==> config.mk <==
export PLATFORM = sky130hd
export DESIGN_NAME = uart_tx_fifo_flat
export DESIGN_NICKNAME = d
export VERILOG_FILES = /design/src/rtl/uart_tx_fifo_if.sv /design/src/rtl/uart_tx_fifo.sv /design/src/flat_wrapper.sv
export SDC_FILE = /design/constraint.sdc
export NUM_CORES = 1
export LEC_CHECK = 0
export ABC_AREA = 1
export ABC_CLOCK_PERIOD_IN_PS = 4900
export CORE_UTILIZATION = 60
export CTS_CLUSTER_SIZE = 14
export DETAILED_ROUTE_END_ITERATION = 12
export GPL_TIMING_DRIVEN = 0
export PLACE_DENSITY_LB_ADDON = 0.15
export SLEW_MARGIN = 20
export SYNTH_ARGS = -nofsm -noshare
export SYNTH_HDL_FRONTEND = slang
export SYNTH_SLANG_ARGS = --single-unit
==> constraint.sdc <==
create_clock -name clk -period 4.9 [get_ports clk]
set_input_delay 0.98 -clock clk [delete_from_list [all_inputs] [get_ports clk]]
set_output_delay 0.98 -clock clk [all_outputs]
set_load 0.1 [all_outputs]
==> src/rtl/uart_tx_fifo_if.sv <==
// Host-side bundle for uart_tx_fifo: write port, FIFO status and serial line.
// The master drives enable and writes; the slave (transmitter) returns status and the tx line.
interface uart_tx_fifo_if #(
    parameter int DATA_BITS  = 8,
    parameter int FIFO_DEPTH = 8
);
    localparam int LW = $clog2(FIFO_DEPTH) + 1;

    logic                 enable;
    logic                 wr_en;
    logic [DATA_BITS-1:0] wr_data;
    logic                 full;
    logic                 empty;
    logic [LW-1:0]        level;
    logic                 tx;
    logic                 busy;
    logic                 done;
    logic                 error;

    modport master (
        output enable, wr_en, wr_data,
        input  full, empty, level, tx, busy, done, error
    );

    modport slave (
        input  enable, wr_en, wr_data,
        output full, empty, level, tx, busy, done, error
    );
endinterface

==> src/rtl/uart_tx_fifo.sv <==
// UART transmitter fed by a small FIFO: start bit, LSB-first data, optional parity,
// one or two stop bits; back-to-back frames leave no idle gap on the line.
module uart_tx_fifo #(
    parameter int CLKS_PER_BIT = 16,
    parameter int DATA_BITS    = 8,
    parameter int PARITY       = 1,
    parameter int STOP_BITS    = 1,
    parameter int FIFO_DEPTH   = 8
) (
    input logic           clk,
    input logic           rst,
    uart_tx_fifo_if.slave bus
);
    localparam int AW = $clog2(FIFO_DEPTH);
    localparam int LW = AW + 1;
    localparam int TW = $clog2(STOP_BITS * CLKS_PER_BIT);
    localparam int BW = 4;
    localparam int SW = DATA_BITS + 1;

    localparam logic [TW-1:0] BIT_LAST  = TW'(CLKS_PER_BIT - 1);
    localparam logic [TW-1:0] STOP_LAST = TW'(STOP_BITS * CLKS_PER_BIT - 1);
    localparam logic [BW-1:0] BIDX_LAST = BW'(DATA_BITS - 1);

    typedef enum logic [2:0] {
        ST_IDLE   = 3'd0,
        ST_START  = 3'd1,
        ST_DATA   = 3'd2,
        ST_PARITY = 3'd3,
        ST_STOP   = 3'd4
    } state_t;

    // ---------------- FIFO ----------------
    logic [DATA_BITS-1:0] mem [FIFO_DEPTH];
    logic [AW-1:0]        wptr, rptr;
    logic [LW-1:0]        level_q, level_n;
    logic                 full_q, empty_q, error_q;
    logic                 push, pop;

    assign push = bus.wr_en & bus.enable & ~full_q;

    always_comb begin
        level_n = level_q;
        case ({push, pop})
            2'b10:   level_n = level_q + LW'(1);
            2'b01:   level_n = level_q - LW'(1);
            default: level_n = level_q;
        endcase
    end

    always_ff @(posedge clk) begin
        if (push) mem[wptr] <= bus.wr_data;
    end

    always_ff @(posedge clk or posedge rst) begin
        if (rst) begin
            wptr    <= '0;
            rptr    <= '0;
            level_q <= '0;
            full_q  <= 1'b0;
            empty_q <= 1'b1;
            error_q <= 1'b0;
        end else if (!bus.enable) begin
            wptr    <= '0;
            rptr    <= '0;
            level_q <= '0;
            full_q  <= 1'b0;
            empty_q <= 1'b1;
            error_q <= 1'b0;
        end else begin
            if (push) wptr <= wptr + AW'(1);
            if (pop)  rptr <= rptr + AW'(1);
            level_q <= level_n;
            full_q  <= (level_n == LW'(FIFO_DEPTH));
            empty_q <= (level_n == '0);
            if (bus.wr_en && full_q) error_q <= 1'b1;
        end
    end

    // Parity rides as the top bit of the shift register so DATA and PARITY share one shifter.
    function automatic logic par_bit(input logic [DATA_BITS-1:0] w);
        return (PARITY == 2) ? ~^w : ^w;
    endfunction

    logic [DATA_BITS-1:0] head;
    logic [SW-1:0]        frame_word;

    assign head       = mem[rptr];
    assign frame_word = {par_bit(head), head};

    // ---------------- transmit FSM ----------------
    state_t        state, state_n;
    logic [TW-1:0] tmr, tmr_n;
    logic [BW-1:0] bidx, bidx_n;
    logic [SW-1:0] sh, sh_n;
    logic          tx_q, tx_n, busy_q, busy_n, done_q, done_n;

    always_ff @(posedge clk or posedge rst) begin
        if (rst) begin
            state  <= ST_IDLE;
            tmr    <= '0;
            bidx   <= '0;
            sh     <= '0;
            tx_q   <= 1'b1;
            busy_q <= 1'b0;
            done_q <= 1'b0;
        end else begin
            state  <= state_n;
            tmr    <= tmr_n;
            bidx   <= bidx_n;
            sh     <= sh_n;
            tx_q   <= tx_n;
            busy_q <= busy_n;
            done_q <= done_n;
        end
    end

    always_comb begin
        state_n = state;
        tmr_n   = tmr + TW'(1);
        bidx_n  = bidx;
        sh_n    = sh;
        tx_n    = tx_q;
        busy_n  = busy_q;
        done_n  = 1'b0;
        pop     = 1'b0;
        case (state)
            ST_IDLE: begin
                tmr_n  = '0;
                tx_n   = 1'b1;
                busy_n = 1'b0;
                if (!empty_q) begin
                    pop     = 1'b1;
                    sh_n    = frame_word;
                    tx_n    = 1'b0;
                    busy_n  = 1'b1;
                    state_n = ST_START;
                end
            end
            ST_START: begin
                if (tmr == BIT_LAST) begin
                    tmr_n   = '0;
                    tx_n    = sh[0];
                    sh_n    = sh >> 1;
                    bidx_n  = '0;
                    state_n = ST_DATA;
                end
            end
            ST_DATA: begin
                if (tmr == BIT_LAST) begin
                    tmr_n = '0;
                    if (bidx == BIDX_LAST) begin
                        // After DATA_BITS shifts, sh[0] holds the parity bit.
                        if (PARITY != 0) begin
                            tx_n    = sh[0];
                            state_n = ST_PARITY;
                        end else begin
                            tx_n    = 1'b1;
                            state_n = ST_STOP;
                        end
                    end else begin
                        tx_n   = sh[0];
                        sh_n   = sh >> 1;
                        bidx_n = bidx + BW'(1);
                    end
                end
            end
            ST_PARITY: begin
                if (tmr == BIT_LAST) begin
                    tmr_n   = '0;
                    tx_n    = 1'b1;
                    state_n = ST_STOP;
                end
            end
            ST_STOP: begin
                if (tmr == STOP_LAST) begin
                    tmr_n  = '0;
                    done_n = 1'b1;
                    if (!empty_q) begin
                        pop     = 1'b1;
                        sh_n    = frame_word;
                        tx_n    = 1'b0;
                        state_n = ST_START;
                    end else begin
                        busy_n  = 1'b0;
                        state_n = ST_IDLE;
                    end
                end
            end
            default: begin
                state_n = ST_IDLE;
                tx_n    = 1'b1;
                busy_n  = 1'b0;
                tmr_n   = '0;
            end
        endcase
        // Disable wins over everything: abort the frame and keep the line idle.
        if (!bus.enable) begin
            state_n = ST_IDLE;
            tmr_n   = '0;
            bidx_n  = '0;
            sh_n    = '0;
            tx_n    = 1'b1;
            busy_n  = 1'b0;
            done_n  = 1'b0;
            pop     = 1'b0;
        end
    end

    assign bus.full  = full_q;
    assign bus.empty = empty_q;
    assign bus.level = level_q;
    assign bus.tx    = tx_q;
    assign bus.busy  = busy_q;
    assign bus.done  = done_q;
    assign bus.error = error_q;
endmodule

==> src/flat_wrapper.sv <==
// flat-port wrapper written by rule: the top's interface ports become plain ports
module uart_tx_fifo_flat 
#(
    parameter int CLKS_PER_BIT = 16,
    parameter int DATA_BITS    = 8,
    parameter int PARITY       = 1,
    parameter int STOP_BITS    = 1,
    parameter int FIFO_DEPTH   = 8
)
  (clk, rst, bus_enable, bus_wr_en, bus_wr_data, bus_full, bus_empty, bus_level, bus_tx, bus_busy, bus_done, bus_error);
  uart_tx_fifo_if #(.DATA_BITS(DATA_BITS), .FIFO_DEPTH(FIFO_DEPTH)) bus_i ();
  input logic clk;
  input logic rst;
  input wire logic [$bits(bus_i.enable)-1:0] bus_enable;
  input wire logic [$bits(bus_i.wr_en)-1:0] bus_wr_en;
  input wire logic [$bits(bus_i.wr_data)-1:0] bus_wr_data;
  output wire logic [$bits(bus_i.full)-1:0] bus_full;
  output wire logic [$bits(bus_i.empty)-1:0] bus_empty;
  output wire logic [$bits(bus_i.level)-1:0] bus_level;
  output wire logic [$bits(bus_i.tx)-1:0] bus_tx;
  output wire logic [$bits(bus_i.busy)-1:0] bus_busy;
  output wire logic [$bits(bus_i.done)-1:0] bus_done;
  output wire logic [$bits(bus_i.error)-1:0] bus_error;
  assign bus_i.enable = bus_enable;
  assign bus_i.wr_en = bus_wr_en;
  assign bus_i.wr_data = bus_wr_data;
  assign bus_full = bus_i.full;
  assign bus_empty = bus_i.empty;
  assign bus_level = bus_i.level;
  assign bus_tx = bus_i.tx;
  assign bus_busy = bus_i.busy;
  assign bus_done = bus_i.done;
  assign bus_error = bus_i.error;
  uart_tx_fifo #(.CLKS_PER_BIT(CLKS_PER_BIT), .DATA_BITS(DATA_BITS), .PARITY(PARITY), .STOP_BITS(STOP_BITS), .FIFO_DEPTH(FIFO_DEPTH)) u_core (.clk(clk), .rst(rst), .bus(bus_i));
endmodule
==> results.toml <==
[cts]
clkLatencyLatePin_ps = 370
cts.clk_slew.worst_paths_ps = 90
cts_htree_levels = 3
cts-root-to-sink-buffers = 2
cts.sink_count = 100
total_of_cells_resized_after_clock_tree_synthesis = 0
cts_made_buffers = 9
hold_buffers = 0
post_cts.repair.setup_buffers = 0
clock_tree_from_tritoncts = "done"
clockRootBuffer = "clkbuf_8"

[drt]
detail_route.drc_violations = 0
initialDrtViolationCount = 226
drt_pass1_iterations = 5
finalWirelength_mm = 10.3
ant_nets = 0
vias_per_cell = 5.41
route.vias.total = 3810
post_drt_wl_per_cell_um = 14.7

[global_route]
met2_grt_util = 0.425
first_global_vias = 3586
grt_first_pass_wirelength_mm = 17.2
gr-max-usage-layer = "met2"
grt_util_all_layers = 0.269
grtUsageMet1 = 0.380
global_route_congestion_overflow_total = 0
grt_use_met3 = 0.0345
antenna_found_initial = 0
largest_net_degree_at_the_start_of_global_routing = 37

[logic_synthesis]
syn_avg_cell_area_um2 = 8.68
postSynthCellCount = 565
async_flop_share = 0.360
yosys.area.top_type = "edfxtp_1"
yosysWarnings = 0
synth.area.top_cells = "edfxtp_1 39%, dfrtp_1 17%, nand2_1 14%"
ys_ff_latch = 100
synth_sequential_area_ratio = 0.576
synth.cell_area_um2 = 4900
postSynthNetCount = 584
synth_top_area_share = 0.392
dominantRegCellSynth = "edfxtp_1"
synth_cell_types = 33
post_synth_edffs = 64

[floorplanning]
num_rows = 32
die_width_um = 92.4
chipHeight_um = 92.4
core_region_area_um2 = 7810
ios = 22
die_area_um2 = 8540
initial_core_utilization = 0.628

[sta]
worst_clock_skew_ps = 7.89
finalSetupTns_ps = 0
tightest_slew_ps = 1100
slew_headroom = 0.264
final_max_slew_viol_count = 0
timing_hold_violations_final = 0
post-route-min-period_ps = 3550
setup_viol_count_final = 0
unrepaired_setup_endpoints_after_global_routing = "false"
min_period_over_period = 0.725
hold-worst-slack_ps = 468
max_clock_freq_mhz = 281

[worst_setup_path]
worstPathMaxFanout = 10
critical_path.max_stage_delay_ps = 520
critical_path_required_ps = 5220
cp_data_arrival_time_ps = 3870
slowest_stage = "clkdlybuf4s50_1"
cells_traversed_along_the_worst_timing_path = "clkdlybuf4s50_1 -> buf_1 -> nand2_1 -> nor2_1 -> inv_1 -> ha_1 -> nor2_1 -> nor2_1 -> ha_1 -> a21oi_1 -> xor2_1 -> o21ai_0 -> inv_1 -> nand3_1 -> nand2_1 -> o21ai_0 -> inv_1"
cp.buffers_inverters = 5
critical_path.endpoint_type = "flip-flop"
timing.critical_path.from_type = "input pin"
crit_type = "in -> reg"
worst_path_dominant_cell_family = "buffers and inverters"

[pwr]
worst_ir_drop_vdd_uv = 312
power.leakage_nw = 2.55
netSwitchingFraction = 0.440
pwr-share-seq = 0.386
p_total_w = 0.00282
clock_power_share = 0.169
power.share.combinational = 0.445
power.internal_w = 0.00158
power_per_cell_area_nw_per_um2 = 521
switching_power_w = 0.00124

[placed_design]
placement.io_buffers = 21
dp_hpwl_mm = 7.02
gp_congestion = 0.831

[cells_and_area]
drive_gt1_frac = 0.0748
flow.area_growth_from_synthesis_pct = 10.5
antenna_cells_inserted = 0
layout.nets = 616

[hold_path]
timing.hold.worst.class = "reg -> reg"

[outcome]
status = "complete, no violations"

[job]
drv_cap = 0
layout by cell type, fill, tap and decap left out:
cell and count:
a21oi_1 13, a22oi_1 1, a22oi_2 1, a31oi_1 1, buf_1 2, buf_2 7, buf_4 5, clkbuf_1 1
clkbuf_8 9, clkdlybuf4s50_1 21, clkinv_1 1, clkinv_4 2, clkinvlp_2 1, clkinvlp_4 1, dfrtp_1 34, dfstp_2 2
edfxtp_1 64, ha_1 7, inv_1 87, inv_2 8, inv_4 1, inv_6 2, nand2_1 182, nand2_2 2
nand3_1 55, nor2_1 45, nor2_2 1, nor2_4 1, nor2_8 1, nor3_1 3, o2111ai_1 1, o211ai_1 1
o21a_1 2, o21ai_0 19, o21ai_1 1, o21ai_2 1, o22ai_1 7, o31ai_1 1, xnor2_1 4, xor2_1 4
cells in the mapped netlist (2+ instances only):
library cell / instances
buf_1: 2
edfxtp_1: 64
inv_1: 88
o21a_1: 2
xnor2_1: 4
a21oi_1: 13
dfrtp_1: 34
buf_4: 5
nand2_1: 182
nand2_2: 2
nor3_1: 3
xor2_1: 4
o21ai_0: 19
ha_1: 7
nor2_1: 45
buf_2: 7
inv_2: 7
dfstp_2: 2
nand3_1: 55
o22ai_1: 7
power groups by stage:
stage          sequential, W  combinational, W  clock, W
2_1_floorplan        0.00127          0.000789         0
3_3_place_gp         0.00110           0.00120         0
3_5_place_dp         0.00110           0.00124         0
4_1_cts              0.00109           0.00125  0.000484
5_1_grt              0.00110           0.00141  0.000516
6_report             0.00109           0.00126  0.000478
layout make-up:
cell class / count / area (um2)
flip-flops and latches: 100 / 2830
clock inverters: 7 / 51.3
plain buffers: 15 / 83.8
inverters: 96 / 363
repair buffers: 21 / 210
fillers: 626 / 2390
clock buffers: 9 / 124
well taps: 102 / 128
multi-input cells: 354 / 1630
cell families after synthesis:
group	share of synthesized area
xor gates and xnor gates	0.0143
adders and majority gates	0.0179
DFF	0.576
and+or+nand+nor	0.243
buffers and inverters	0.0911
AOI/OAI and AO/OA	0.0577
final timing paths:
path                                     to          start  depth (start not counted)  slack (ps)
min in group asynchronous   u_core.bus.done            rst                          2        1040
max                        u_core.bus.empty     bus_enable                         17        1350
max reg2reg                u_core.bus.empty  u_core.tmr[0]                         18        1940
min reg2reg                   u_core.tmr[0]  u_core.tmr[0]                          1         470
max in group asynchronous      u_core.sh[6]            rst                          2        3380
min                           u_core.tmr[0]  u_core.tmr[0]                          1         470
through the flow:
step	cells	utilization	setup WS (ps)	cell area, um2
after detailed placement	688	0.671	991	5240
after global routing	704	0.694	1020	5420
after floorplan	565	-	1940	4900
final	704	0.694	1350	5420
after CTS	704	0.694	1380	5420
after global placement	688	0.671	1030	5240
flip-flops by register name (all words and copies together), names as in the netlist, 3 cells and up:
name	count
u_core.bidx	4
u_core.bus.level	4
u_core.mem	64
u_core.rptr	3
u_core.sh	9
u_core.state	3
u_core.tmr	4
u_core.wptr	3
layer usage:
metal / vias up / routed length (um)
met4: 0 / 187
li1: 1866 / -
met1: 1785 / 4570
met2: 136 / 4940
met3: 23 / 633
met5: - / 0
worst reg2reg max path: cells and delay by family, from the launching register on:
family / cells / cell delay [ps]
DFF: 1 / 380
xor gates and xnor gates: 1 / 150
and+or+nand+nor: 8 / 1130
buffers and inverters: 3 / 230
adders and majority gates: 3 / 700
AOI/OAI and AO/OA: 3 / 330
No activity file was read; power rests on OpenSTA's default activity.
